$ cat src/rtl/vga_rect_filler.sv
// vga_rect_filler
//   Drawing engine that sits on the user side of the VGA adapter's pixel-write
//   port. A start request fills an axis-aligned rectangle, or the whole screen
//   in clear mode, with one color. Pixels are emitted one per clock in raster
//   order, and a hold input pauses the stream without skipping or repeating
//   any pixel.
//
// Ports
//   clock       system clock (shared with the adapter's write port)
//   resetn      synchronous active-low reset
//   start       fill request, sampled only while idle
//   clear       with start: fill the full screen, ignore the corner inputs
//   x0, y0      first corner
//   x1, y1      second corner
//   fill_color  fill color, latched when the request is accepted
//   hold        pause: suppresses write and freezes the position
//   x, y        pixel coordinate to the adapter (registered)
//   color       pixel color to the adapter (registered)
//   write       pixel write strobe to the adapter (combinational)
//   busy        high while filling
//   done        one-cycle completion pulse
module vga_rect_filler #(
    parameter int COLOR_DEPTH = 9,
    parameter int nX          = 10,
    parameter int nY          = 9,
    parameter int COLS        = 640,
    parameter int ROWS        = 480
) (
    input  logic                   clock,
    input  logic                   resetn,
    input  logic                   start,
    input  logic                   clear,
    input  logic [nX-1:0]          x0,
    input  logic [nY-1:0]          y0,
    input  logic [nX-1:0]          x1,
    input  logic [nY-1:0]          y1,
    input  logic [COLOR_DEPTH-1:0] fill_color,
    input  logic                   hold,
    output logic [nX-1:0]          x,
    output logic [nY-1:0]          y,
    output logic [COLOR_DEPTH-1:0] color,
    output logic                   write,
    output logic                   busy,
    output logic                   done
);

    localparam logic [nX-1:0] X_LAST = nX'(COLS - 1);
    localparam logic [nY-1:0] Y_LAST = nY'(ROWS - 1);

    typedef enum logic [1:0] {
        IDLE,
        FILL,
        DONE
    } state_t;

    state_t state, state_next;

    // Latched bounds. ymin is never needed after the load: rows only advance.
    logic [nX-1:0]          xmin, xmax;
    logic [nY-1:0]          ymax;
    logic [nX-1:0]          xmin_next, xmax_next, x_next;
    logic [nY-1:0]          ymax_next, y_next;
    logic [COLOR_DEPTH-1:0] color_next;

    // Normalised and clipped request bounds
    logic [nX-1:0] req_xmin, req_xmax;
    logic [nY-1:0] req_ymin, req_ymax;
    logic          req_empty;

    always_comb begin
        req_xmin = clear ? '0     : ((x0 < x1) ? x0 : x1);
        req_xmax = clear ? X_LAST : ((x0 < x1) ? x1 : x0);
        req_ymin = clear ? '0     : ((y0 < y1) ? y0 : y1);
        req_ymax = clear ? Y_LAST : ((y0 < y1) ? y1 : y0);
        // A rectangle starting off-screen draws nothing; otherwise clip the far edge.
        req_empty = (req_xmin > X_LAST) || (req_ymin > Y_LAST);
        if (req_xmax > X_LAST) req_xmax = X_LAST;
        if (req_ymax > Y_LAST) req_ymax = Y_LAST;
    end

    always_ff @(posedge clock) begin
        if (!resetn) begin
            state <= IDLE;
            x     <= '0;
            y     <= '0;
            color <= '0;
            xmin  <= '0;
            xmax  <= '0;
            ymax  <= '0;
        end else begin
            state <= state_next;
            x     <= x_next;
            y     <= y_next;
            color <= color_next;
            xmin  <= xmin_next;
            xmax  <= xmax_next;
            ymax  <= ymax_next;
        end
    end

    always_comb begin
        state_next = state;
        x_next     = x;
        y_next     = y;
        color_next = color;
        xmin_next  = xmin;
        xmax_next  = xmax;
        ymax_next  = ymax;
        write      = 1'b0;
        busy       = 1'b0;
        done       = 1'b0;

        case (state)
            IDLE: begin
                if (start) begin
                    if (req_empty) begin
                        state_next = DONE;
                    end else begin
                        state_next = FILL;
                        xmin_next  = req_xmin;
                        xmax_next  = req_xmax;
                        ymax_next  = req_ymax;
                        x_next     = req_xmin;
                        y_next     = req_ymin;
                        color_next = fill_color;
                    end
                end
            end

            FILL: begin
                busy  = 1'b1;
                write = ~hold;
                if (!hold) begin
                    if (x < xmax) begin
                        x_next = x + 1'b1;
                    end else if (y < ymax) begin
                        x_next = xmin;
                        y_next = y + 1'b1;
                    end else begin
                        state_next = DONE;
                    end
                end
            end

            DONE: begin
                done       = 1'b1;
                state_next = IDLE;
            end

            default: state_next = IDLE;
        endcase
    end

endmodule

$ cat config.mk
export PLATFORM = sky130hd
export DESIGN_NAME = vga_rect_filler
export DESIGN_NICKNAME = d
export VERILOG_FILES = /design/src/rtl/vga_rect_filler.sv
export SDC_FILE = /design/constraint.sdc
export NUM_CORES = 1
export LEC_CHECK = 0
export ABC_CLOCK_PERIOD_IN_PS = 3000
export BUFFER_PORTS_ARGS = -buffer_cell sky130_fd_sc_hd__buf_2
export CORE_MARGIN = 1.5
export CORE_UTILIZATION = 42
export CTS_BUF_LIST = sky130_fd_sc_hd__clkbuf_4 sky130_fd_sc_hd__clkbuf_8 sky130_fd_sc_hd__clkbuf_16
export DETAILED_ROUTE_END_ITERATION = 6
export GPL_TIMING_DRIVEN = 0
export HOLD_SLACK_MARGIN = 0.03
export PLACE_DENSITY = 0.67
export SLEW_MARGIN = 20
export SYNTH_ARGS = -nofsm -noshare
export SYNTH_HDL_FRONTEND = slang
export SYNTH_SLANG_ARGS = --single-unit
export TNS_END_PERCENT = 20
$ cat constraint.sdc
create_clock -name clock -period 3 [get_ports clock]
set_clock_uncertainty 0.05 [all_clocks]
set_input_delay 0.15 -clock clock [delete_from_list [all_inputs] [get_ports clock]]
set_output_delay 0.15 -clock clock [all_outputs]
set_load 0.01 [all_outputs]
==> metrics.txt, run 1 <==
layout cells sized above 1=between 10% and 20%; asr flop ratio synth=0%; reg2reg end=x[5]$_SDFFE_PN0P_; Critical Path RT=~3.2 ns; RR Startpoint=x[7]$_SDFFE_PN0P_; fin crit period=2.86 ns; Gate Count Post-Synth=520; worst setup path start=x[7]$_SDFFE_PN0P_; final routed DRC violation total=0; post-route ant nets=0; CTS sink cnt=around 60; Worst Path Max Fanout=9; global-route wire length before repair=slightly below 20000 um; FMAX=0.350 GHz; critical path's slowest cell=a2111oi_4; CTS buffer count=9; Top Ports=a little over 80; Finished Core Util=52.5%; most frequent cells in the layout=buf_2 (86), dfxtp_1 (58), mux2i_1 (51), nor2_1 (50), inv_1 (42); EDFF count, synth=0; ys flop type=dfxtp_1; Ys Warns=0; crit path capture=x[5]$_SDFFE_PN0P_; Worst Path Buf+Inv=1; Yosys reg bits=59; commonest non-fill, non-tap cell in the layout=buf_2; Routed WL per cell=16.1 um; startpoint types=register; power per cell area=around 530 nW/um2; number of global-route vias before repair=between 3000 and 4000; post-route cell area=5100 um2; row count=36; Avg Cell Area, Syn=about 8.1 um2; placed inst area=4770 um2; Cell Area, Synth=about 4200 um2; RSZ-0062 raised after global routing=true; Core ar.=just under 10000 um2; CP endpoint kind=register; first drt pass iteration count=5; Final Max Slew Viols=0; detailed placer's ending HPWL=9140 um; WHS=roughly 0.046 ns; maximum capacitance violations=0; max incr delay on CP=0.40 ns; FF-to-FF setup slack=0.14 ns; status=finished clean; leakage=about 2.3 nW; Hold Vio Cnt, Final=0; sequential area share after synthesis=28.1%; Worst slew margin=28.3%; Post-Layout Cell Count=around 760; Hold Path Class=input port to register; via count=4273; Die W=a little over 100 um; cell count along the critical path=9; IO Port Bufs=between 80 and 90; ANT cells=0; critical path's top delay family=compound AO/OA/AOI/OAI gates; Clock Path Buffers=2; Worst Path Arrival=3.06 ns; Inst Count DP=around 730; syn nets=608; Max IR drop VDD=around 0.28 mV; Clk pin slew, worst setup/hold paths=0.08 ns; Net count, final=just over 700; CTS tree=yes; initial antenna violation count=0; number of library cell types mapped by synthesis=about 60; fill cell count=~960; vias per cell=between 5 and 6; crit path kind=register to register; setup TNS=0 ns; Starting DRT DRC Count=231; largest net degree at the start of global routing=13; P&R area growth vs syn=21.6%; crit path cell chain=ha_1, a2111oi_4, nor4b_2, o21a_2, nor2_2, and3_1, clkbuf_1, o311a_1, a41o_1; period utilization=95.2%; Worst-Margin Slew=~1.1 ns; Initial Util=between 40 and 50%; total grt overflow=0; setup violators final=0; final WL=around 12000 um; GRT Util Overall=about a quarter; cell count of the worst reg-to-reg path=9; Die Y=a little over 100 um; H-tree levels=3; Skew-Pair Late Insertion Delay=0.36 ns; die area=roughly 11000 um2; RD Place Congestion=0.890; clock root cell=clkbuf_8
## worst min-delay path by stage
stage | start | cells past startpoint | end
2_1_floorplan | fill_color[1] | 2 | color[1]$_SDFFE_PN0P_
5_1_grt | start | 3 | state[0]$_SDFFE_PN0P_
3_3_place_gp | fill_color[6] | 3 | color[6]$_SDFFE_PN0P_
6_report | start | 3 | state[0]$_SDFFE_PN0P_
4_1_cts | start | 3 | state[0]$_SDFFE_PN0P_
3_5_place_dp | fill_color[4] | 3 | color[4]$_SDFFE_PN0P_
## registers in the layout, indices dropped and copies added (netlist names)
| name | cells |
|---|---|
| xmin | 10 |
| y | 9 |
| xmax | 10 |
| color | 9 |
| ymax | 9 |
| x | 10 |
| state | 2 |
## worst min-delay path, stage by stage
cell and delay (ns):
buf_2 0.10, nor3_1 0.05, nor3_1 0.11
## cells by family after synthesis
| family | Yosys count | share of synthesized area [%] |
|---|---|---|
| fa+ha+maj | 36 | 10.7 |
| simple gates | 151 | 17.7 |
| buf+inv | 73 | 6.94 |
| flops | 59 | 28.1 |
| xor+xnor | 3 | 0.626 |
| compound gates | 144 | 22.8 |
| mux | 54 | 13.1 |
## report_power, final
part,switching (mW),leakage [nW],total (mW),internal [mW]
clock network,0.364,0.0818,0.667,0.303
registers,0.0814,0.484,0.950,0.869
logic,0.652,1.77,1.10,0.449
total,1.10,2.34,2.72,1.62
## metal layers
metal	vias up	part of all wire, %	track usage, %
li1	2102	-	-
met1	1999	45	33.1
met2	151	46	37.9
met3	21	6.3	4.81
met4	0	1.9	8.21
met5	-	0	0
## through the flow
step,setup slack (ns),power [mW]
6_report,0.143,2.72
2_1_floorplan,0.166,1.66
3_5_place_dp,-0.307,1.98
3_3_place_gp,-0.300,1.96
5_1_grt,-0.00181,2.88
4_1_cts,0.0376,2.69
## cell type report
type	instances	area (um2)	share of cell area, %
plain buffers	31	138	2.70
repair buffers	92	510	10.0
clock inverters	7	53.8	1.05
inverters	42	158	3.09
well taps	133	166	3.26
flip-flops and latches	59	1180	23.2
clock buffers	9	124	2.43
multi-input cells	388	2770	54.3
## synth_stat cells, types with 3 or more instances
cell	number	area, um2
dfxtp_1	59	1180
nand2_1	32	120
o31ai_1	4	30.0
buf_2	5	25.0
nor3_1	10	50.1
nor4_1	3	18.8
nor2_1	51	191
a41o_1	4	40.0
ha_1	36	450
a31oi_1	6	37.5
o32ai_1	3	26.3
clkbuf_1	24	90.1
a211o_1	3	26.3
o21ai_0	33	165
nor2b_1	8	50.1
mux2i_1	51	510
o21ai_1	9	45.0
and2_1	4	25.0
a21oi_1	29	145
nand4_1	7	43.8
o211ai_1	6	45.0
o31a_1	4	35.0
inv_1	42	158
nand3b_1	3	22.5
o311ai_1	8	70.1
nand3_1	9	45.0
o21a_1	3	22.5
nand2b_1	7	43.8
a211oi_1	9	67.6
o22ai_1	3	18.8
and3_1	5	31.3
## repair_timing
item,CTS,global route
gates resized for setup,5,10
hold endpoints to repair,9,0
buffers inserted,2,0
hold buffers,9,0
setup endpoints to repair,12,54
Power figures use the tool's default switching activity.
==> inputs of run 2 (changes only) <==
- CTS_BUF_LIST: sky130_fd_sc_hd__clkbuf_4 sky130_fd_sc_hd__clkbuf_8 sky130_fd_sc_hd__clkbuf_16 -> sky130_fd_sc_hd__clkbuf_4
==> metrics.txt, run 2 (synthesized netlist as in run 1, its figures left out) <==
status=finished clean (unchanged); Max IR drop VDD=0.271 mV (was 0.277 mV); Final Max Slew Viols=0 (unchanged); setup TNS=0 ns (unchanged); Clk pin slew, worst setup/hold paths=0.12 ns (was 0.08 ns); post-route ant nets=0 (unchanged); row count=36 (unchanged); Starting DRT DRC Count=223 (was 231); period utilization=93.9% (was 95.2%); hold path startpoint=x1[4] (was start); Worst-Margin Slew=1.06 ns (was 1.07 ns); grt met3 use=4.88% (was 4.81%); clock root cell=clkbuf_4 (was clkbuf_8); Hold Path Class=input port to register (unchanged); CTS tree=yes (unchanged); leakage=2.39 nW (was 2.34 nW); IO Port Bufs=81 (unchanged); Top Ports=83 (unchanged); Hold Vio Cnt, Final=0 (unchanged); first drt pass iteration count=5 (unchanged); cell count of the worst reg-to-reg path=10 (was 9); met2 usage=39.4% (was 37.9%); maximum capacitance violations=0 (unchanged); Skew-Pair Late Insertion Delay=0.44 ns (was 0.36 ns); Critical Path RT=3.29 ns (was 3.20 ns); Initial Util=43.2% (unchanged); Post-Layout Cell Count=778 (was 761); final WL=12600 um (was 12300 um); GRT Util Overall=24.9% (was 24.1%); Worst Hold Endpoint=xmax[4]$_SDFFE_PN0P_ (was state[0]$_SDFFE_PN0P_); vias per cell=5.63 (was 5.61); layout cells sized above 1=19.2% (was 19.7%); multi-input logic area=2780 um2 (was 2770 um2); global-route wire length before repair=20400 um (was 19900 um); setup violators final=0 (unchanged); die area=10600 um2 (unchanged); RSZ-0062 raised after global routing=false (was true); crit path kind=register to register (unchanged); ANT cells=0 (unchanged); number of global-route vias before repair=4076 (was 3963); power per cell area=498 nW/um2 (was 532 nW/um2); Worst Path Arrival=3.10 ns (was 3.06 ns); busiest grt layer=met2 (unchanged); Worst Path Max Fanout=9 (unchanged); initial antenna violation count=0 (unchanged); Largest regs=x x10, xmax x10, xmin x10 (unchanged); most frequent cells in the layout=buf_2 (87), dfxtp_1 (58), mux2i_1 (51), nor2_1 (50), inv_1 (42) (was buf_2 (86), dfxtp_1 (58), mux2i_1 (51), nor2_1 (50), inv_1 (42)); total grt overflow=0 (unchanged); hold path depth=5 (was 3); Worst slew margin=29.0% (was 28.3%); CTS sink cnt=59 (unchanged); Register Area=1180 um2 (unchanged); final routed DRC violation total=0 (unchanged); commonest non-fill, non-tap cell in the layout=buf_2 (unchanged); RR Startpoint=xmax[7]$_SDFFE_PN0P_ (was x[7]$_SDFFE_PN0P_); detailed placer's ending HPWL=9140 um (unchanged); H-tree levels=3 (unchanged); FF-to-FF setup slack=0.18 ns (was 0.14 ns); Die W=103 um (unchanged); RD Place Congestion=0.890 (unchanged); fin crit period=2.82 ns (was 2.86 ns); FMAX=0.355 GHz (was 0.350 GHz); CTS buffer count=9 (unchanged); CP endpoint kind=register (unchanged); global routing usage on met1=33.7% (was 33.1%); P&R area growth vs syn=24.5% (was 21.6%); reg2reg end=x[5]$_SDFFE_PN0P_ (unchanged); WHS=0.0464 ns (was 0.0461 ns); Inst Count DP=734 (unchanged); fill cell count=939 (was 955); Net count, final=728 (was 711); largest net degree at the start of global routing=13 (unchanged); Die Y=103 um (unchanged); Routed WL per cell=16.2 um (was 16.1 um); Core ar.=9730 um2 (unchanged); startpoint types=register (unchanged); via count=4379 (was 4273); Clock Path Buffers=2 (unchanged)
-- run 2: cell count changes in the layout (fill, tap and decap cells not counted) --
cell and delta:
clkbuf_2 -1, nor4b_4 +1, nor4b_2 -1, clkbuf_8 -9, buf_2 +1, dlygate4sd3_1 +17, clkbuf_4 +9
-- run 2: worst max path at each step --
stage / from / to / slack [ns] / depth (start not counted)
after floorplan: x1[4] / y[1]$_SDFFE_PN0P_ / 0.17 / 11
after global placement: x[7]$_SDFFE_PN0P_ / x[4]$_SDFFE_PN0P_ / -0.30 / 9
after detailed placement: x1[4] / xmin[5]$_SDFFE_PN0P_ / -0.31 / 12
after CTS: x[7]$_SDFFE_PN0P_ / x[5]$_SDFFE_PN0P_ / 0.02 / 9
after global routing: xmax[7]$_SDFFE_PN0P_ / x[5]$_SDFFE_PN0P_ / 0.04 / 10
final: xmax[7]$_SDFFE_PN0P_ / x[5]$_SDFFE_PN0P_ / 0.18 / 10
-- run 2: routing by layer --
layer	vias up	wire (um)
met5	-	0
met4	0	236
met3	23	719
met2	151	5940
met1	2062	5690
li1	2143	-
-- run 2: metrics by stage --
stage          area, um2  power (mW)  setup slack (ns)  util, %
3_5_place_dp        4770        1.98            -0.307     49.0
3_3_place_gp        4770        1.96            -0.300     49.0
2_1_floorplan       4200        1.66             0.166        -
6_report            5230        2.60             0.184     53.7
5_1_grt             5230        2.77            0.0370     53.7
4_1_cts             5190        2.56            0.0216     53.3
-- run 2: what timing repair did --
action / in CTS / in global routing
setup buffers: 2 / 0
hold endpoints to repair: 20 / 0
gates resized for setup: 5 / 12
hold buffers: 26 / 0
pin swaps: 0 / 1
gates cloned: 0 / 0
setup endpoints to repair: 13 / 35
-- run 2: cell type report --
class / count / share of cell area [%]
multi-input cells: 388 / 53.2
flip-flops and latches: 59 / 22.6
repair buffers: 109 / 13.0
well taps: 133 / 3.18
inverters: 42 / 3.02
plain buffers: 31 / 2.63
clock buffers: 9 / 1.29
clock inverters: 7 / 1.03
-- run 2: critical path: stages, from the launching register on --
cell	delay, ns
dfxtp_1	0.35
inv_1	0.06
ha_1	0.32
a2111oi_4	0.36
nor4b_4	0.26
o21a_2	0.22
nor2_2	0.12
and3_1	0.21
clkbuf_1	0.18
o311a_1	0.38
a41o_1	0.20
-- run 2: power breakdown --
group | internal, mW | leakage [nW] | switching, mW
clock network | 0.173 | 0.0585 | 0.345
logic | 0.477 | 1.85 | 0.657
registers | 0.869 | 0.484 | 0.0810
total | 1.52 | 2.39 | 1.08
